**config.mk**
```make
export PLATFORM = sky130hd
export DESIGN_NAME = ssd_scan
export DESIGN_NICKNAME = d
export VERILOG_FILES = /design/src/rtl/ssd_scan_pkg.sv /design/src/rtl/ssd_hex_decoder.sv /design/src/rtl/ssd_scan.sv
export SDC_FILE = /design/constraint.sdc
export NUM_CORES = 1
export LEC_CHECK = 0
export CAP_MARGIN = 20
export CORE_MARGIN = 3
export CORE_UTILIZATION = 45
export CTS_CLUSTER_DIAMETER = 50
export DETAILED_ROUTE_END_ITERATION = 16
export PLACE_DENSITY = 0.71
export SLEW_MARGIN = 15
export SYNTH_ARGS = -nofsm -noshare
export SYNTH_HDL_FRONTEND = slang
export SYNTH_SLANG_ARGS = --single-unit
```
**constraint.sdc**
```tcl
create_clock -name ssd_clk -period 2.72 [get_ports ssd_clk]
set_input_delay 0.544 -clock ssd_clk [delete_from_list [all_inputs] [get_ports ssd_clk]]
set_output_delay 0.544 -clock ssd_clk [all_outputs]
set_load 0.01 [all_outputs]
```
**src/rtl/ssd_scan_pkg.sv**
```systemverilog
`default_nettype none
// ============================================================================
// Module      : ssd_scan_pkg
// Description : Shared definitions for the seven-segment scan driver: scan
//               phase enumeration, active-low segment codes {g,f,e,d,c,b,a},
//               anode idle pattern and the leading-zero helper.
// Ports       : none (package)
// Revision    : 1.0 - initial release
// ============================================================================
package ssd_scan_pkg;

    typedef enum logic {
        ST_BLANK = 1'b0,
        ST_LIT   = 1'b1
    } scan_state_t;

    localparam logic [6:0] SEG_0     = 7'b1000000;
    localparam logic [6:0] SEG_1     = 7'b1111001;
    localparam logic [6:0] SEG_2     = 7'b0100100;
    localparam logic [6:0] SEG_3     = 7'b0110000;
    localparam logic [6:0] SEG_4     = 7'b0011001;
    localparam logic [6:0] SEG_5     = 7'b0010010;
    localparam logic [6:0] SEG_6     = 7'b0000010;
    localparam logic [6:0] SEG_7     = 7'b1111000;
    localparam logic [6:0] SEG_8     = 7'b0000000;
    localparam logic [6:0] SEG_9     = 7'b0010000;
    localparam logic [6:0] SEG_A     = 7'b0001000;
    localparam logic [6:0] SEG_B     = 7'b0000011;
    localparam logic [6:0] SEG_C     = 7'b1000110;
    localparam logic [6:0] SEG_D     = 7'b0100001;
    localparam logic [6:0] SEG_E     = 7'b0000110;
    localparam logic [6:0] SEG_F     = 7'b0001110;
    localparam logic [6:0] SEG_BLANK = 7'b1111111;
    localparam logic [3:0] AN_OFF    = 4'b1111;

    // True when digit idx (>0) and every more-significant nibble are zero,
    // i.e. the digit is a leading zero. Digit 0 is never a leading zero.
    function automatic logic lz_zero(input logic [15:0] v, input logic [1:0] idx);
        logic [15:0] hi;
        hi = v >> {idx, 2'b00};
        return (idx != 2'd0) && (hi == 16'h0000);
    endfunction

endpackage
`default_nettype wire

```
**src/rtl/ssd_hex_decoder.sv**
```systemverilog
`default_nettype none
// ============================================================================
// Module      : ssd_hex_decoder
// Description : Combinational hex nibble to active-low seven-segment code.
// Ports       : nib [3:0] in  - hex value 0..F
//               seg [6:0] out - cathodes {g,f,e,d,c,b,a}, active-low
// Revision    : 1.0 - initial release
// ============================================================================
module ssd_hex_decoder
    import ssd_scan_pkg::*;
(
    input  logic [3:0] nib,
    output logic [6:0] seg
);

    always_comb begin
        seg = SEG_BLANK;
        case (nib)
            4'h0: seg = SEG_0;
            4'h1: seg = SEG_1;
            4'h2: seg = SEG_2;
            4'h3: seg = SEG_3;
            4'h4: seg = SEG_4;
            4'h5: seg = SEG_5;
            4'h6: seg = SEG_6;
            4'h7: seg = SEG_7;
            4'h8: seg = SEG_8;
            4'h9: seg = SEG_9;
            4'hA: seg = SEG_A;
            4'hB: seg = SEG_B;
            4'hC: seg = SEG_C;
            4'hD: seg = SEG_D;
            4'hE: seg = SEG_E;
            4'hF: seg = SEG_F;
        endcase
    end

endmodule
`default_nettype wire

```
**src/rtl/ssd_scan.sv**
```systemverilog
`default_nettype none
// ============================================================================
// Module      : ssd_scan
// Description : 4-digit multiplexed seven-segment driver with per-slot
//               blanking gap and optional leading-zero suppression.
// Ports       : ssd_clk        in   clock
//               ssd_rst_n      in   asynchronous active-low reset
//               ssd_en         in   display enable (0 = dark, scan restarts)
//               ssd_load       in   strobe: capture ssd_val/ssd_dp to shadow
//               ssd_val [15:0] in   four hex nibbles, digit3 = [15:12]
//               ssd_dp  [3:0]  in   decimal point per digit, 1 = lit
//               ssd_an  [3:0]  out  anodes, active-low, one-cold or all high
//               ssd_seg [6:0]  out  cathodes {g,f,e,d,c,b,a}, active-low
//               ssd_dp_n       out  decimal point cathode, active-low
//               ssd_digit[1:0] out  index of the current slot
// Revision    : 1.0 - initial release
// ============================================================================
module ssd_scan
    import ssd_scan_pkg::*;
#(
    parameter int PRESCALE    = 100000,
    parameter int BLANK_CYC   = 16,
    parameter int LZ_SUPPRESS = 1
) (
    input  logic        ssd_clk,
    input  logic        ssd_rst_n,
    input  logic        ssd_en,
    input  logic        ssd_load,
    input  logic [15:0] ssd_val,
    input  logic [3:0]  ssd_dp,
    output logic [3:0]  ssd_an,
    output logic [6:0]  ssd_seg,
    output logic        ssd_dp_n,
    output logic [1:0]  ssd_digit
);

    localparam int            CW         = (PRESCALE > 1) ? $clog2(PRESCALE) : 1;
    localparam logic [CW-1:0] C_LAST     = CW'(PRESCALE - 1);
    localparam logic [CW-1:0] C_BLANK    = CW'(BLANK_CYC);
    localparam logic [CW-1:0] C_BLANK_M1 = CW'(BLANK_CYC - 1);

    logic [15:0]   r_shadow_val;
    logic [3:0]    r_shadow_dp;
    logic [CW-1:0] r_cnt;
    logic [1:0]    r_digit;
    logic [3:0]    r_act_nib;
    logic          r_act_dp;
    logic          r_act_sup;
    scan_state_t   r_state;
    scan_state_t   w_state_nxt;

    logic          w_wrap;
    logic          w_cap;
    logic [CW-1:0] w_cnt_nxt;
    logic [1:0]    w_digit_nxt;
    logic [15:0]   w_src_val;
    logic [3:0]    w_src_dp;
    logic [15:0]   w_src_shift;
    logic [6:0]    w_seg_dec;
    logic [3:0]    w_an_nxt;
    logic [6:0]    w_seg_nxt;
    logic          w_dpn_nxt;

    // Slot counter arithmetic; capture happens on the edge where cnt becomes
    // BLANK_CYC, which can never coincide with a wrap.
    always_comb begin
        w_wrap      = (r_cnt == C_LAST);
        w_cnt_nxt   = w_wrap ? '0 : r_cnt + CW'(1);
        w_digit_nxt = w_wrap ? r_digit + 2'd1 : r_digit;
        w_cap       = (r_cnt == C_BLANK_M1);
    end

    // A load coinciding with the capture edge is shown immediately.
    always_comb begin
        w_src_val   = ssd_load ? ssd_val : r_shadow_val;
        w_src_dp    = ssd_load ? ssd_dp  : r_shadow_dp;
        w_src_shift = w_src_val >> {r_digit, 2'b00};
    end

    ssd_hex_decoder u_dec (
        .nib (r_act_nib),
        .seg (w_seg_dec)
    );

    // Scan phase FSM: the registered state tracks which phase the current
    // cnt value lies in, so output registers lag cnt by one cycle.
    always_ff @(posedge ssd_clk or negedge ssd_rst_n) begin
        if (!ssd_rst_n) r_state <= ST_BLANK;
        else            r_state <= w_state_nxt;
    end

    always_comb begin
        w_state_nxt = ST_BLANK;
        w_an_nxt    = AN_OFF;
        w_seg_nxt   = SEG_BLANK;
        w_dpn_nxt   = 1'b1;
        if (ssd_en && (w_cnt_nxt >= C_BLANK)) w_state_nxt = ST_LIT;
        // A suppressed digit without its decimal point keeps the anode off.
        if (ssd_en && (r_state == ST_LIT) && !(r_act_sup && !r_act_dp)) begin
            w_an_nxt  = ~(4'b0001 << r_digit);
            w_seg_nxt = r_act_sup ? SEG_BLANK : w_seg_dec;
            w_dpn_nxt = ~r_act_dp;
        end
    end

    always_ff @(posedge ssd_clk or negedge ssd_rst_n) begin
        if (!ssd_rst_n) begin
            r_shadow_val <= 16'h0000;
            r_shadow_dp  <= 4'h0;
            r_cnt        <= '0;
            r_digit      <= 2'd0;
            r_act_nib    <= 4'h0;
            r_act_dp     <= 1'b0;
            r_act_sup    <= 1'b0;
            ssd_an       <= AN_OFF;
            ssd_seg      <= SEG_BLANK;
            ssd_dp_n     <= 1'b1;
            ssd_digit    <= 2'd0;
        end else begin
            if (ssd_load) begin
                r_shadow_val <= ssd_val;
                r_shadow_dp  <= ssd_dp;
            end
            if (ssd_en) begin
                r_cnt   <= w_cnt_nxt;
                r_digit <= w_digit_nxt;
                if (w_cap) begin
                    r_act_nib <= w_src_shift[3:0];
                    r_act_dp  <= w_src_dp[r_digit];
                    r_act_sup <= (LZ_SUPPRESS != 0) && lz_zero(w_src_val, r_digit);
                end
            end else begin
                r_cnt   <= '0;
                r_digit <= 2'd0;
            end
            ssd_an    <= w_an_nxt;
            ssd_seg   <= w_seg_nxt;
            ssd_dp_n  <= w_dpn_nxt;
            ssd_digit <= ssd_en ? r_digit : 2'd0;
        end
    end

endmodule
`default_nettype wire

```
Word-level counts from Yosys, hierarchy flattened:

Memory sizes are Yosys's and may differ from the RTL's.
Cells that the tools add are included.

* add/sub/neg operators: 2
* $lt $le $gt $ge: 2
* equal/unequal tests: 3
* shifts and indexed selects: 2
* multiplexer cells: 14
* bitwise gates (word level): 2
* reductions and logical operators: 10

Operators with widths (number)
* $mux 17: 2
* $add 17x1->17 const B: 1
* $eq 17x17->1 const B: 1
* $eq 17x4->1 const B: 1
* $ge 17x5->1 const B: 1
* $logic_not 16->1: 1
* $mux 16: 1
* $shr 16x4->16: 1
* $mux 7: 2
* $mux 4: 2
* $mux 2: 3
* $logic_and 1x1->1: 5
* $not 4->4: 1
* $shl 1x2->4 const A: 1
* $lt 2x3->1 const B: 1
* $mux 1: 3
* $add 2x1->2 const B: 1
* $bmux 1 s2: 1
* $logic_not 1->1: 2
* $ne 2x1->1 const B: 1
* $reduce_and 2->1: 1
* $reduce_bool 2->1: 1
* $not 1->1: 1

* bits in registers: 60
* bits in read-only memories: 112
* input bits: 24
* output and inout port bits: 14
* word-level logic and storage cells: 48
* memories kept: 1

Memory list
* (name not given): words 16, width 7, rd ports 1, clocked after memory_dff 0, write ports 0, line ssd_hex_decoder.sv:18 `case (nib)`

Longest topological paths before layout:

* depth after elaboration: 5
* depth in mapped cells: 8
* depth with buffers taken out: 7

Hierarchy:

A second synthesis with hierarchy kept.

* cells, all modules: 300
* area total of the unflattened synthesis: 3116.7 um2

Modules (own cells, without submodules)
* ssd_scan: instances 1, cells each 268, area each 2841.5 um2, sequential area each 1516.5 um2
* ssd_hex_decoder: instances 1, cells each 32, area each 275.3 um2, sequential area each 0.0 um2

Worst setup path after synthesis:

No wires, ideal clock.

* path kind: input to register
* start point: input ssd_load
* end point: register r_act_sup
* setup time: 65 ps
* arrival: 2110 ps
* data required time: 2655 ps
* slack: 545 ps
* stages on the path: 7
* buffers on the path: 1
* cells stage by stage: buf_6 > mux2_4 > or4_1 > mux2i_1 > a41oi_1 > nor4_1 > mux2_2

* word-level cells in the longest chain between the ends: 4

Ends and longest elaborated chain
* start: declaration: line ssd_scan.sv:28 `input logic ssd_load,`
* $mux 16
* net w_src_val[11]: line ssd_scan.sv:56 `logic [15:0] w_src_val;`
* $shr 16x4->16: line ssd_scan_pkg.sv:40 `hi = v >> {idx, 2'b00};`
* $logic_not 16->1: line ssd_scan_pkg.sv:41 `return (idx != 2'd0) && (hi == 16'h0000);`
* $logic_and 1x1->1: line ssd_scan_pkg.sv:41
* end signal: assignment: line ssd_scan.sv:130 `r_act_sup <= (LZ_SUPPRESS != 0) && lz_zero(w_src_val, r_digit);`
* end: declaration: line ssd_scan.sv:48 `logic r_act_sup;`

The timed path passes the listed nets, and every way through them passes these cells.
A chain may end at the register's enable or synchronous reset.

Worst setup path in the final report:

Ends and elaborated chain as after synthesis.

==> qor.txt <==
==================================================================================
Outcome                                                               finished, final reports clean
Series of cell instances along the critical path                      clkdlybuf4s50_1, buf_4, mux2_4, or4_1, mux2i_1, a41oi_1, nor4_1, mux2_2
Leading post-synthesis cells by cell area                             sky130_fd_sc_hd__dfrtp_1, sky130_fd_sc_hd__dfstp_2, sky130_fd_sc_hd__mux2_2
Data required time at the worst endpoint                                   3.00 ns
Area after detailed placement                                             3550 µm²
Kind of capture point of the worst setup path                            flip-flop
Wire length per cell                                                       15.1 µm
Overall routed net length                                                  6300 µm
#FFs+latches synth                                                              60
Post-route cell area                                                      3730 µm²
Final HPWL DP                                                              4440 µm
Post-cts hold buffer count                                                       0
Synth warn                                                                       0
Worst path slowest cell                                               sky130_fd_sc_hd__clkdlybuf4s50_1
Total global routing track utilization                                       17.9%
Number of optimization iterations in the first detailed-route pass               4
Worst clock skew                                                         0.0112 ns
Share of the synthesized area in the top cell type                           39.0%
Maximum frequency from static timing analysis                            0.398 GHz
CTS tree                                                                     built
Maximum number of pins on one net before global-route repair                    34
Final antenna-violating net count                                                0
Clock Tree Buf Depth                                                             2
EDFF count, synth                                                                0
R2R Path End                                                          r_act_nib[0]$_DFFE_PN0P_
Worst-margin pin slew                                                     0.739 ns
Number of nets in the synthesized netlist                                      327
Top flip-flop cell by instance count after synthesis                  sky130_fd_sc_hd__dfrtp_1
Power Dens Cells                                                        504 nW/µm²
Post-CTS Resized                                                                 0
Crit path max fanout                                                             5
Number of setup violations in the final report                                   0
Class of the tightest hold or removal check                           input port to async pin
Worst-skew pair later-pin latency                                          0.34 ns
Clk sinks                                                                       60
Async set or reset register ratio after synthesis                             100%
Total number of vias                                                          2253
Library cell used as clock root buffer                                sky130_fd_sc_hd__clkbuf_8
Wire length of the first global-routing pass                              10800 µm
Rel. slew slack                                                              50.8%
CTS clock-pin slew for the worst setup and hold paths                      0.07 ns
Width of the chip                                                          88.7 µm
Core area                                                                 6490 µm²
Layout overhead on the synthesized area                                      21.3%
Initial standard-cell utilization of the core                                47.4%
Count of pins over their slew limit                                              0
Combined area of the multi-input logic cells                              1430 µm²
Setup crit start kind                                                   input port
Vias in the first global route                                                2291
Levels on crit path                                                              8
Level count of the clock H-tree                                                  3
Filler Cells Inserted                                                          558
Fraction of final layout cells with drive strength greater than 1            16.8%
Number of setup buffers added after CTS                                          0
Std cell rows                                                                   29
Register-to-Register Setup Slack                                           0.41 ns
Die extent in y                                                            88.7 µm
Final critical-path share of the clock period                                92.3%
Worst hold slack after final layout                                       0.265 ns
Diode insertion count for antenna repair                                         0
Antenna violations before repair                                                 0
Average via count per standard cell                                           5.40
Area of the mapped netlist                                                3080 µm²
I/O pin cnt                                                                     38
Most common library cell in the layout ignoring fill and taps         sky130_fd_sc_hd__dfrtp_1
Arrival time worst endpoint                                                2.79 ns
Sequential fraction of the synthesis area                                    49.3%
Placer congestion estimate                                                   0.862
Register Area                                                             1520 µm²
Startpoint of the most critical register-to-register path             r_cnt[5]$_DFF_PN0_
Slowest stage delay, CP                                                    0.51 ns
Minimum clock period                                                       2.51 ns
Number of unique standard cell types used by synthesis                          44
Synth Area per Inst                                                       10.5 µm²
Input/output buffers                                                            37
Depth of the worst register-to-register path                                     4
Cell taking the most area after synthesis                             sky130_fd_sc_hd__dfrtp_1
CP Buf/Inv Count                                                                 2
Hold Vio Cnt, Final                                                              0
Highest-count cells in the layout ignoring fill and taps              sky130_fd_sc_hd__dfrtp_1, sky130_fd_sc_hd__clkdlybuf4s50_1, sky130_fd_sc_hd__nor2_1, sky130_fd_sc_hd__nand2_1, sky130_fd_sc_hd__inv_1
Family of cells with the greatest summed delay on the critical path   simple AND/OR/NAND/NOR gates
Number of instances in the synthesized netlist                                 292
NumNets Final                                                                  370
Remaining design rule violation count                                            0
Max Cap Violations                                                               0
Die area                                                                  7870 µm²
Clock buffer count from CTS                                                      9
Total gr overflow                                                                0
Peak supply drop                                                          0.303 mV
Setup repair after global routing missed its margin                             no
First-iteration detailed-routing DRC count                                      93
Final core utilization                                                       57.5%
Critical setup path kind                                              input port to flip-flop
Leak                                                                       1.58 nW
==================================================================================
-- registers in the layout, summed over array words and instances (netlist names) --
| register | flops |
|---|---|
| ssd_dp_n | 1 |
| r_act_sup | 1 |
| r_act_dp | 1 |
| r_state | 1 |
| r_cnt | 17 |
| ssd_digit | 2 |
| r_shadow_val | 16 |
| r_shadow_dp | 4 |
| r_act_nib | 4 |
| ssd_an | 4 |
| r_digit | 2 |
| ssd_seg | 7 |
-- logic make-up (layout without fill, tap and decap cells) --
kind of cell,after synthesis,after routing,share of synthesized area [%]
AOI/OAI and AO/OA,39,39,8.70
DFF,60,60,49.3
xor gates and xnor gates,20,20,5.69
muxes,29,29,11.1
adders and majority gates,11,11,4.47
and+or+nand+nor,101,101,16.5
buffers and inverters,32,80,4.27
-- layer usage --
metal | vias up | track usage, % | routed length, µm
met3 | 10 | 3.07 | 208
met5 | - | 0 | 0
li1 | 1102 | - | -
met2 | 51 | 27.9 | 2880
met1 | 1090 | 24.5 | 3090
met4 | 0 | 8.24 | 117
-- Yosys cell counts (2+ instances only) --
cell type and instances:
sky130_fd_sc_hd__nand2_1 25, sky130_fd_sc_hd__inv_1 15, sky130_fd_sc_hd__dfstp_2 12, sky130_fd_sc_hd__xor2_1 10, sky130_fd_sc_hd__o21ai_0 9, sky130_fd_sc_hd__or4_1 2
sky130_fd_sc_hd__a211oi_1 2, sky130_fd_sc_hd__nor2b_1 3, sky130_fd_sc_hd__nor2_1 27, sky130_fd_sc_hd__o211ai_1 7, sky130_fd_sc_hd__mux4_2 2, sky130_fd_sc_hd__nand3_1 11
sky130_fd_sc_hd__mux2i_1 12, sky130_fd_sc_hd__and2_1 5, sky130_fd_sc_hd__nor4_1 4, sky130_fd_sc_hd__a21o_1 3, sky130_fd_sc_hd__nand2b_1 4, sky130_fd_sc_hd__a21oi_1 5
sky130_fd_sc_hd__a31oi_1 2, sky130_fd_sc_hd__and3_1 2, sky130_fd_sc_hd__xnor2_1 10, sky130_fd_sc_hd__dfrtp_1 48, sky130_fd_sc_hd__o311ai_0 3, sky130_fd_sc_hd__mux2_2 13
sky130_fd_sc_hd__or3_1 2, sky130_fd_sc_hd__ha_1 11, sky130_fd_sc_hd__buf_2 3, sky130_fd_sc_hd__mux2_4 2, sky130_fd_sc_hd__a211o_1 2, sky130_fd_sc_hd__a41oi_1 3
sky130_fd_sc_hd__clkbuf_1 12, sky130_fd_sc_hd__nand4_1 7, sky130_fd_sc_hd__nor3_1 3
-- through the flow --
step | setup slack (ns) | setup TNS (ns) | instances | power (W)
floorplan | 0.545 | 0 | 292 | 0.00106
global placement | -0.0762 | -0.0762 | 401 | 0.00115
detailed placement | -0.141 | -0.141 | 401 | 0.00116
CTS | 0.212 | 0 | 417 | 0.00190
global route | 0.0889 | 0 | 417 | 0.00196
finish | 0.208 | 0 | 417 | 0.00188
-- power breakdown --
part / total, W / internal (W) / switching, W
Clock: 0.000742 / 0.000403 / 0.000339
Combinational: 0.000184 / 0.0000971 / 0.0000871
Sequential: 0.000954 / 0.000938 / 0.0000156
Total: 0.00188 / 0.00144 / 0.000442
-- worst reg2reg max path: cells and delay by family (launching register included) --
family        cells  cell delay (ns)
simple gates      3             1.36
flops             1             0.46
mux               1             0.38
-- final cells by class --
| type | count | share of cell area (%) |
|---|---|---|
| Sequential cell | 60 | 40.6 |
| Multi-Input combinational cell | 200 | 38.3 |
| Timing Repair Buffer | 48 | 12.0 |
| Clock buffer | 14 | 4.62 |
| Tap cell | 77 | 2.58 |
| Inverter | 16 | 1.61 |
| Clock inverter | 2 | 0.268 |
-- how the worst max path moves through the flow --
stage              from                     to  slack, ns
2_1_floorplan  ssd_load  r_act_sup$_DFFE_PN0P_       0.54
3_3_place_gp   ssd_load  r_act_sup$_DFFE_PN0P_      -0.08
3_5_place_dp   ssd_load  r_act_sup$_DFFE_PN0P_      -0.14
4_1_cts        ssd_load  r_act_sup$_DFFE_PN0P_       0.21
5_1_grt        ssd_load  r_act_sup$_DFFE_PN0P_       0.09
6_report       ssd_load  r_act_sup$_DFFE_PN0P_       0.21
(Power assumes the default switching activity.)
